File: src/rtl/seq_subtractor_if.sv
// Operand/result handshake bundle for seq_subtractor.
// master: producer/consumer side; slave: the subtractor.
interface seq_subtractor_if #(
   parameter int N = 32
) ();
   logic         in_valid;
   logic         in_ready;
   logic [N-1:0] a;
   logic [N-1:0] b;
   logic         b_in;
   logic         out_valid;
   logic         out_ready;
   logic [N-1:0] d;
   logic         b_out;
   logic         ovf;

   modport master (
      output in_valid, a, b, b_in, out_ready,
      input  in_ready, out_valid, d, b_out, ovf
   );

   modport slave (
      input  in_valid, a, b, b_in, out_ready,
      output in_ready, out_valid, d, b_out, ovf
   );
endinterface

File: src/rtl/seq_subtractor.sv
// Multi-cycle subtractor: d = a - b - b_in, one W-bit chunk per cycle.
// Ports: clk, reset (sync, active-high), bus (seq_subtractor_if.slave).
module seq_subtractor #(
   parameter int N = 32,
   parameter int W = 8
) (
   input  logic              clk,
   input  logic              reset,
   seq_subtractor_if.slave   bus
);
   localparam int C  = N / W;
   localparam int KW = (C > 1) ? $clog2(C) : 1;
   localparam logic [KW-1:0] LAST = KW'(C - 1);

   typedef enum logic [1:0] {
      IDLE,
      BUSY,
      DONE
   } state_t;

   state_t        state_q, state_d;
   logic          in_ready_q, in_ready_d;
   logic          out_valid_q, out_valid_d;
   logic [N-1:0]  a_q, a_d;
   logic [N-1:0]  b_q, b_d;
   logic [N-1:0]  res_q, res_d;
   logic [KW-1:0] k_q, k_d;
   logic          borrow_q, borrow_d;
   logic [N-1:0]  d_q, d_d;
   logic          b_out_q, b_out_d;
   logic          ovf_q, ovf_d;

   int            lo;
   logic [W-1:0]  a_k;
   logic [W-1:0]  b_k;
   logic [W:0]    sub;

   always_ff @(posedge clk) begin
      if (reset) begin
         state_q     <= IDLE;
         in_ready_q  <= 1'b0;
         out_valid_q <= 1'b0;
         a_q         <= '0;
         b_q         <= '0;
         res_q       <= '0;
         k_q         <= '0;
         borrow_q    <= 1'b0;
         d_q         <= '0;
         b_out_q     <= 1'b0;
         ovf_q       <= 1'b0;
      end else begin
         state_q     <= state_d;
         in_ready_q  <= in_ready_d;
         out_valid_q <= out_valid_d;
         a_q         <= a_d;
         b_q         <= b_d;
         res_q       <= res_d;
         k_q         <= k_d;
         borrow_q    <= borrow_d;
         d_q         <= d_d;
         b_out_q     <= b_out_d;
         ovf_q       <= ovf_d;
      end
   end

   always_comb begin
      state_d     = state_q;
      in_ready_d  = in_ready_q;
      out_valid_d = out_valid_q;
      a_d         = a_q;
      b_d         = b_q;
      res_d       = res_q;
      k_d         = k_q;
      borrow_d    = borrow_q;
      d_d         = d_q;
      b_out_d     = b_out_q;
      ovf_d       = ovf_q;

      // current chunk; the extra top bit of sub is the borrow out
      lo  = int'(k_q) * W;
      a_k = a_q[lo +: W];
      b_k = b_q[lo +: W];
      sub = {1'b0, a_k} - {1'b0, b_k} - {{W{1'b0}}, borrow_q};

      unique case (state_q)
         IDLE: begin
            in_ready_d = 1'b1;
            if (bus.in_valid && in_ready_q) begin
               a_d        = bus.a;
               b_d        = bus.b;
               borrow_d   = bus.b_in;
               k_d        = '0;
               in_ready_d = 1'b0;
               state_d    = BUSY;
            end
         end
         BUSY: begin
            res_d[lo +: W] = sub[W-1:0];
            borrow_d       = sub[W];
            if (k_q == LAST) begin
               // publish the whole result at once so d is never partial
               d_d         = res_d;
               b_out_d     = sub[W];
               ovf_d       = (a_q[N-1] != b_q[N-1]) &&
                             (res_d[N-1] != a_q[N-1]);
               out_valid_d = 1'b1;
               state_d     = DONE;
            end else begin
               k_d = k_q + KW'(1);
            end
         end
         DONE: begin
            if (out_valid_q && bus.out_ready) begin
               out_valid_d = 1'b0;
               in_ready_d  = 1'b1;
               state_d     = IDLE;
            end
         end
         default: begin
            state_d = IDLE;
         end
      endcase
   end

   assign bus.in_ready  = in_ready_q;
   assign bus.out_valid = out_valid_q;
   assign bus.d         = d_q;
   assign bus.b_out     = b_out_q;
   assign bus.ovf       = ovf_q;
endmodule

File: src/flat_wrapper.sv
// flat-port wrapper written by rule: the top's interface ports become plain ports
module seq_subtractor_flat 
#(
   parameter int N = 32,
   parameter int W = 8
)
  (clk, reset, bus_in_valid, bus_a, bus_b, bus_b_in, bus_out_ready, bus_in_ready, bus_out_valid, bus_d, bus_b_out, bus_ovf);
  seq_subtractor_if #(.N(N)) bus_i ();
  input  logic clk;
  input  logic reset;
  input wire logic [$bits(bus_i.in_valid)-1:0] bus_in_valid;
  input wire logic [$bits(bus_i.a)-1:0] bus_a;
  input wire logic [$bits(bus_i.b)-1:0] bus_b;
  input wire logic [$bits(bus_i.b_in)-1:0] bus_b_in;
  input wire logic [$bits(bus_i.out_ready)-1:0] bus_out_ready;
  output wire logic [$bits(bus_i.in_ready)-1:0] bus_in_ready;
  output wire logic [$bits(bus_i.out_valid)-1:0] bus_out_valid;
  output wire logic [$bits(bus_i.d)-1:0] bus_d;
  output wire logic [$bits(bus_i.b_out)-1:0] bus_b_out;
  output wire logic [$bits(bus_i.ovf)-1:0] bus_ovf;
  assign bus_i.in_valid = bus_in_valid;
  assign bus_i.a = bus_a;
  assign bus_i.b = bus_b;
  assign bus_i.b_in = bus_b_in;
  assign bus_i.out_ready = bus_out_ready;
  assign bus_in_ready = bus_i.in_ready;
  assign bus_out_valid = bus_i.out_valid;
  assign bus_d = bus_i.d;
  assign bus_b_out = bus_i.b_out;
  assign bus_ovf = bus_i.ovf;
  seq_subtractor #(.N(N), .W(W)) u_core (.clk(clk), .reset(reset), .bus(bus_i));
endmodule
File: config.mk
export PLATFORM = sky130hd
export DESIGN_NAME = seq_subtractor_flat
export DESIGN_NICKNAME = d
export VERILOG_FILES = /design/src/rtl/seq_subtractor_if.sv /design/src/rtl/seq_subtractor.sv /design/src/flat_wrapper.sv
export SDC_FILE = /design/constraint.sdc
export NUM_CORES = 1
export LEC_CHECK = 0
export ABC_AREA = 1
export CAP_MARGIN = 20
export CORE_ASPECT_RATIO = 0.75
export CORE_MARGIN = 3
export CORE_UTILIZATION = 30
export CTS_BUF_LIST = sky130_fd_sc_hd__clkbuf_8
export DETAILED_ROUTE_END_ITERATION = 8
export RECOVER_POWER = 50
export SLEW_MARGIN = 15
export SYNTH_ARGS = -nofsm -noshare
export SYNTH_HDL_FRONTEND = slang
export SYNTH_SLANG_ARGS = --single-unit
File: constraint.sdc
create_clock -name clk -period 6.1 [get_ports clk]
set_input_delay 1.22 -clock clk [delete_from_list [all_inputs] [get_ports clk]]
set_output_delay 1.22 -clock clk [all_outputs]
set_load 0.005 [all_outputs]
# [Word-level counts from Yosys, hierarchy flattened]
# Index checks and enable logic that the tools add are counted.
[word_totals] in_bits=69 register_bits=137 word_cells=58 out_inout_bits=36
[classes] n_reduce_logical=14 n_eq_ne=9 n_mux=16 shifts=4 addsub=4
[op_table] cell="$shiftx 32x6->8" count=2
[op_table] cell="$neg 5->33" count=1
[op_table] cell="$shift 8x33->32 const A" count=1
[op_table] cell="$shiftx 8x33->32" count=1
[op_table] cell="$bwmux 32" count=1
[op_table] cell="$mux 2" count=5
[op_table] cell="$reduce_and 3->1" count=3
[op_table] cell="$sub 8x8->9" count=1
[op_table] cell="$sub 9x1->9" count=1
[op_table] cell="$reduce_and 2->1" count=4
[op_table] cell="$ne 2x1->1 const B" count=3
[op_table] cell="$pmux 1 s2" count=3
[op_table] cell="$pmux 2 s3" count=1
[op_table] cell="$reduce_bool 2->1" count=3
[op_table] cell="$mux 1" count=5
[op_table] cell="$eq 2x2->1 const B" count=2
[op_table] cell="$pmux 2 s2" count=1
[op_table] cell="$logic_and 1x1->1" count=3
[op_table] cell="$add 2x1->2 const B" count=1
[op_table] cell="$eq 2x1->1 const B" count=1
[op_table] cell="$logic_not 2->1" count=1
[op_table] cell="$ne 1x1->1" count=2
[op_table] cell="$ne 2x2->1 const B" count=1

# [Longest topological paths before layout]
[logic_depth] ltp_word=7 depth_mapped=24 ltp_nobuf=21

# [Worst setup path before layout]
# No wires, ideal clock.
[synth_path] path_type="register -> register" start="reg u_core.k_q[0]" end="reg u_core.res_q[22]" arrival_ns=2.781 n_path_buf=3 synth_period_minus_slack_ns=2.897 setup_time_ns=0.115 setup_slack_ns=3.203 path_stages_with_launch=22 required_time_ns=5.985 path_cell_list="dfxtp_1 > buf_6 > inv_2 > buf_6 > clkbuf_1 > nand2_1 > a32o_1 > fa_1 > inv_1 > fa_1 > nand2_1 > a21o_1 > nand2_1 > nand2_1 > nand2_1 > nand3b_1 > nand2_1 > nor2_1 > nand2_1 > o21ai_0 > o21ai_0 > inv_1"
[synth_via] elab_chain_len=5 word_cells_on_any_way=8 classes_between="add/sub: 3; shift: 4; mux: 1"
[synth_rtl] item="start: declaration" line_no="seq_subtractor.sv:27" source="logic [KW-1:0] k_q, k_d;"
[synth_rtl] item="start signal: assignment" line_no="seq_subtractor.sv:58" source="k_q <= k_d;"
[synth_rtl] item="$shiftx 32x6->8, on equally long branches" line_no="seq_subtractor.sv:81, seq_subtractor.sv:82"
[synth_rtl] item="$sub 8x8->9" line_no="seq_subtractor.sv:83" source="sub = {1'b0, a_k} - {1'b0, b_k} - {{W{1'b0}}, borrow_q};"
[synth_rtl] item="$sub 9x1->9" line_no="seq_subtractor.sv:83"
[synth_rtl] item="$shiftx 8x33->32" line_no="seq_subtractor.sv:98" source="res_d[lo +: W] = sub[W-1:0];"
[synth_rtl] item="$bwmux 32 *" line_no="seq_subtractor.sv:98"
[synth_rtl] item="end signal: assignment" line_no="seq_subtractor.sv:57" source="res_q <= res_d;"
[synth_rtl] item="end: declaration" line_no="seq_subtractor.sv:26" source="logic [N-1:0] res_q, res_d;"
# Mark *: on every way between the ends. The rest lies on a longest branch, timed or not.
# A chain may end at the register's enable or synchronous reset.

==> qor.yml <==
finish:
  syn_to_final_growth_pct: 27.1
  final_cell_area_um2: 8160
  final.fill_count: 2162
  nets: 1058
  n_antenna_cell: 0
  drive_gt1_share_pct: 5.71
  final_cells: 1263
power_and_ir_drop:
  power_density_nw_per_um2: 295
  p_sw_uw: 676
  p_leak_nw: 3.74
  power.share.sequential_pct: 40.5
  power_mw: 2.41
  p_clk_share_pct: 39.2
  p_int_mw: 1.73
  p_comb_share_pct: 20.4
  switching_share_pct: 28.1
  ir_drop_mv: 0.119
critical_path:
  slowest_stage: "clkbuf_1"
  arrival_ps: 4720
  r2r_cells: 18
  cp_max_fo: 59
  crit_buf_inv: 4
  path_depth: 6
  end_kind: "flip-flop"
  critPathLaunchType: "input pin"
  cpPeakStageDelay_ps: 1380
  cp_top_family: "buffers and inverters"
  path_class: "input pin to flip-flop"
  cp_cell_sequence: "dlygate4sd3_1, clkbuf_1, inv_2, buf_12, o21ai_0, nor2_1"
  required_ps: 6420
logic_synthesis:
  synth-seq-cells: 137
  ys.flop_type: "dfxtp_1"
  synthCells: 895
  yosys.area.top_type: "dfxtp_1"
  synth_most_common_cell: "nor2_1"
  avgSynthCellArea_um2: 7.17
  synth_edf_count: 0
  yosysWarnings: 0
  yosysSeqAreaShare_pct: 42.7
  syn-cell-area_um2: 6420
  synth_top_area_share_pct: 42.7
  synth_common_cells: "nor2_1 (157), o21ai_0 (139), dfxtp_1 (137), inv_1 (132), nand2_1 (75)"
  synth.distinct_cells: 33
  synth_fp_nets: 984
  synth.area.top_cells: "dfxtp_1 (43%), o21ai_0 (11%), nor2_1 (9.2%)"
  synthArstFlopShare_pct: 0
grt:
  grtUsageTotal_pct: 15.5
  grt_max_degree: 75
  first_global_vias: 5609
  grt.overflow.total: 0
  grt_antenna_before_repair: 0
  grt_pass1_wl_um: 28900
worst_hold_path:
  hp-class: "flip-flop to flip-flop"
  min_path_cells: 2
run_status:
  violations: "max-capacitance violations, max-slew violations"
  status: "finished, violations left"
clocking:
  cts_setup_buffers: 0
  htreeDepth: 4
  postCtsHoldBufs: 0
  clkSlewWorstSetupHoldPaths_ps: 80
  cts_resized: 0
  clock_path_buffers: 2
  cts_buffers: 17
  clock_sinks: 137
  clk_latency_ps: 450
  cts_tree: "built"
  cts_root_buf: "clkbuf_8"
timing:
  setup-violations-final: 0
  fmax_ghz: 0.227
  fin_skew_ps: 10.5
  tightest_slew_ps: 1930
  slew_viol_final: 37
  tns_ps: 0
  timing_hold_violations_final: 0
  fin_crit_ps: 4400
  period_share_pct: 72.1
  worst_slew_margin_rel_pct: -28.8
  hold_slack_ps: 468
  rsz0062_at_grt: "false"
route:
  drt-pass1-iter-count: 5
  drcViolationCount: 0
  drtIter0Drc: 531
  wire_per_inst_um: 13.9
  route.vias.total: 5802
  viasPerCell: 4.59
  finalWirelength_um: 17500
  ant_nets: 0
place:
  io_buffers: 104
  placed_cell_area_um2: 7660
  globalplace.congestion: 0.822
  dp_hpwl_um: 12100
  place_inst: 1232
floorplan:
  core_um2: 20600
  initial_core_util_pct: 31.1
  die-width_um: 175
  die-area_um2: 23200
  die-height_um: 133
  top_level_ports: 105
  rows: 45
flow_run:
  maxCapViolCount: 1
==> kinds of logic (layout without fill, tap and decap cells) <==
group,Yosys count,after routing,share of synthesized area [%]
and+or+nand+nor,272,272,17.1
AOI/OAI and AO/OA,270,270,23.8
buffers and inverters,192,278,11.6
DFF,137,137,42.7
adders and majority gates,20,20,4.13
xor gates and xnor gates,4,4,0.546
==> metal layers <==
layer	GRT usage (%)	vias to the layer above	routed length [µm]
met4	4.21	0	235
met2	22.1	145	7160
met5	0	-	0
li1	-	3036	-
met3	4.27	13	1060
met1	22.7	2608	9040
==> worst paths after layout <==
check	start	end	slack (ps)
worst max register to register	u_core.k_q[1]	u_core.bus.d[30]	2780
worst max-delay path	reset	u_core.a_q[20]	1700
worst min-delay path	u_core.b_q[17]	u_core.b_q[17]	470
worst min register to register	u_core.b_q[17]	u_core.b_q[17]	470
==> cell usage in the layout (no fill, tap or decap), drive strengths merged <==
cell           netlist  final
a21o                 1      1
a21oi               50     50
a32o                 6      6
a32oi                1      1
buf                 13      7
bufinv               0      7
clkbuf              44     20
clkdlybuf4s50        0     67
clkinv               0      3
dfxtp              137    137
dlygate4sd3          0     37
fa                   2      2
ha                  18     18
inv                135    137
nand2               79     79
nand3               25     25
nand3b               3      3
nand4                2      2
nor2               160    160
o211ai               9      9
o21a                 8      8
o21ai              148    148
o21bai              21     21
o22ai               25     25
o32ai                1      1
or2                  3      3
xnor2                3      3
xor2                 1      1
==> power groups by stage <==
stage	registers, mW	logic (mW)	clock network [mW]
2_1_floorplan	0.987	0.351	0
3_3_place_gp	0.995	0.491	0
3_5_place_dp	0.996	0.493	0
4_1_cts	0.975	0.496	0.970
5_1_grt	0.981	0.563	1.01
6_report	0.975	0.490	0.944
==> stage by stage <==
| step | util, % | setup slack, ps |
|---|---|---|
| floorplan | - | 3200 |
| global placement | 37.1 | 2810 |
| detailed placement | 37.2 | 2780 |
| CTS | 39.6 | 2770 |
| global route | 39.6 | 1430 |
| finish | 39.6 | 1700 |
==> worst min-delay path, delay by kind of cell, from the launching register on <==
kind / cells / cell delay (ps)
AOI/OAI and AO/OA: 1 / 60
buffers and inverters: 1 / 60
DFF: 1 / 300
==> cell type report <==
class,count,area [µm²],share of cell area (%)
clock inverter,12,245,3.01
multi-input combinational,566,2930,36.0
timing repair buffer,112,1120,13.7
clock buffer,19,262,3.20
inverter,135,507,6.21
sequential,137,2740,33.6
tap,282,353,4.32
==> sequential cells by signal (all words and copies together) (netlist names) <==
| name | cells |
|---|---|
| u_core.bus.ovf | 1 |
| u_core.k_q | 2 |
| u_core.state_q | 2 |
| u_core.bus.out_valid | 1 |
| u_core.b_q | 32 |
| u_core.a_q | 32 |
| u_core.bus.d | 32 |
| u_core.bus.b_out | 1 |
| u_core.borrow_q | 1 |
| u_core.bus.in_ready | 1 |
| u_core.res_q | 32 |
No activity file was read; power rests on OpenSTA's default activity.
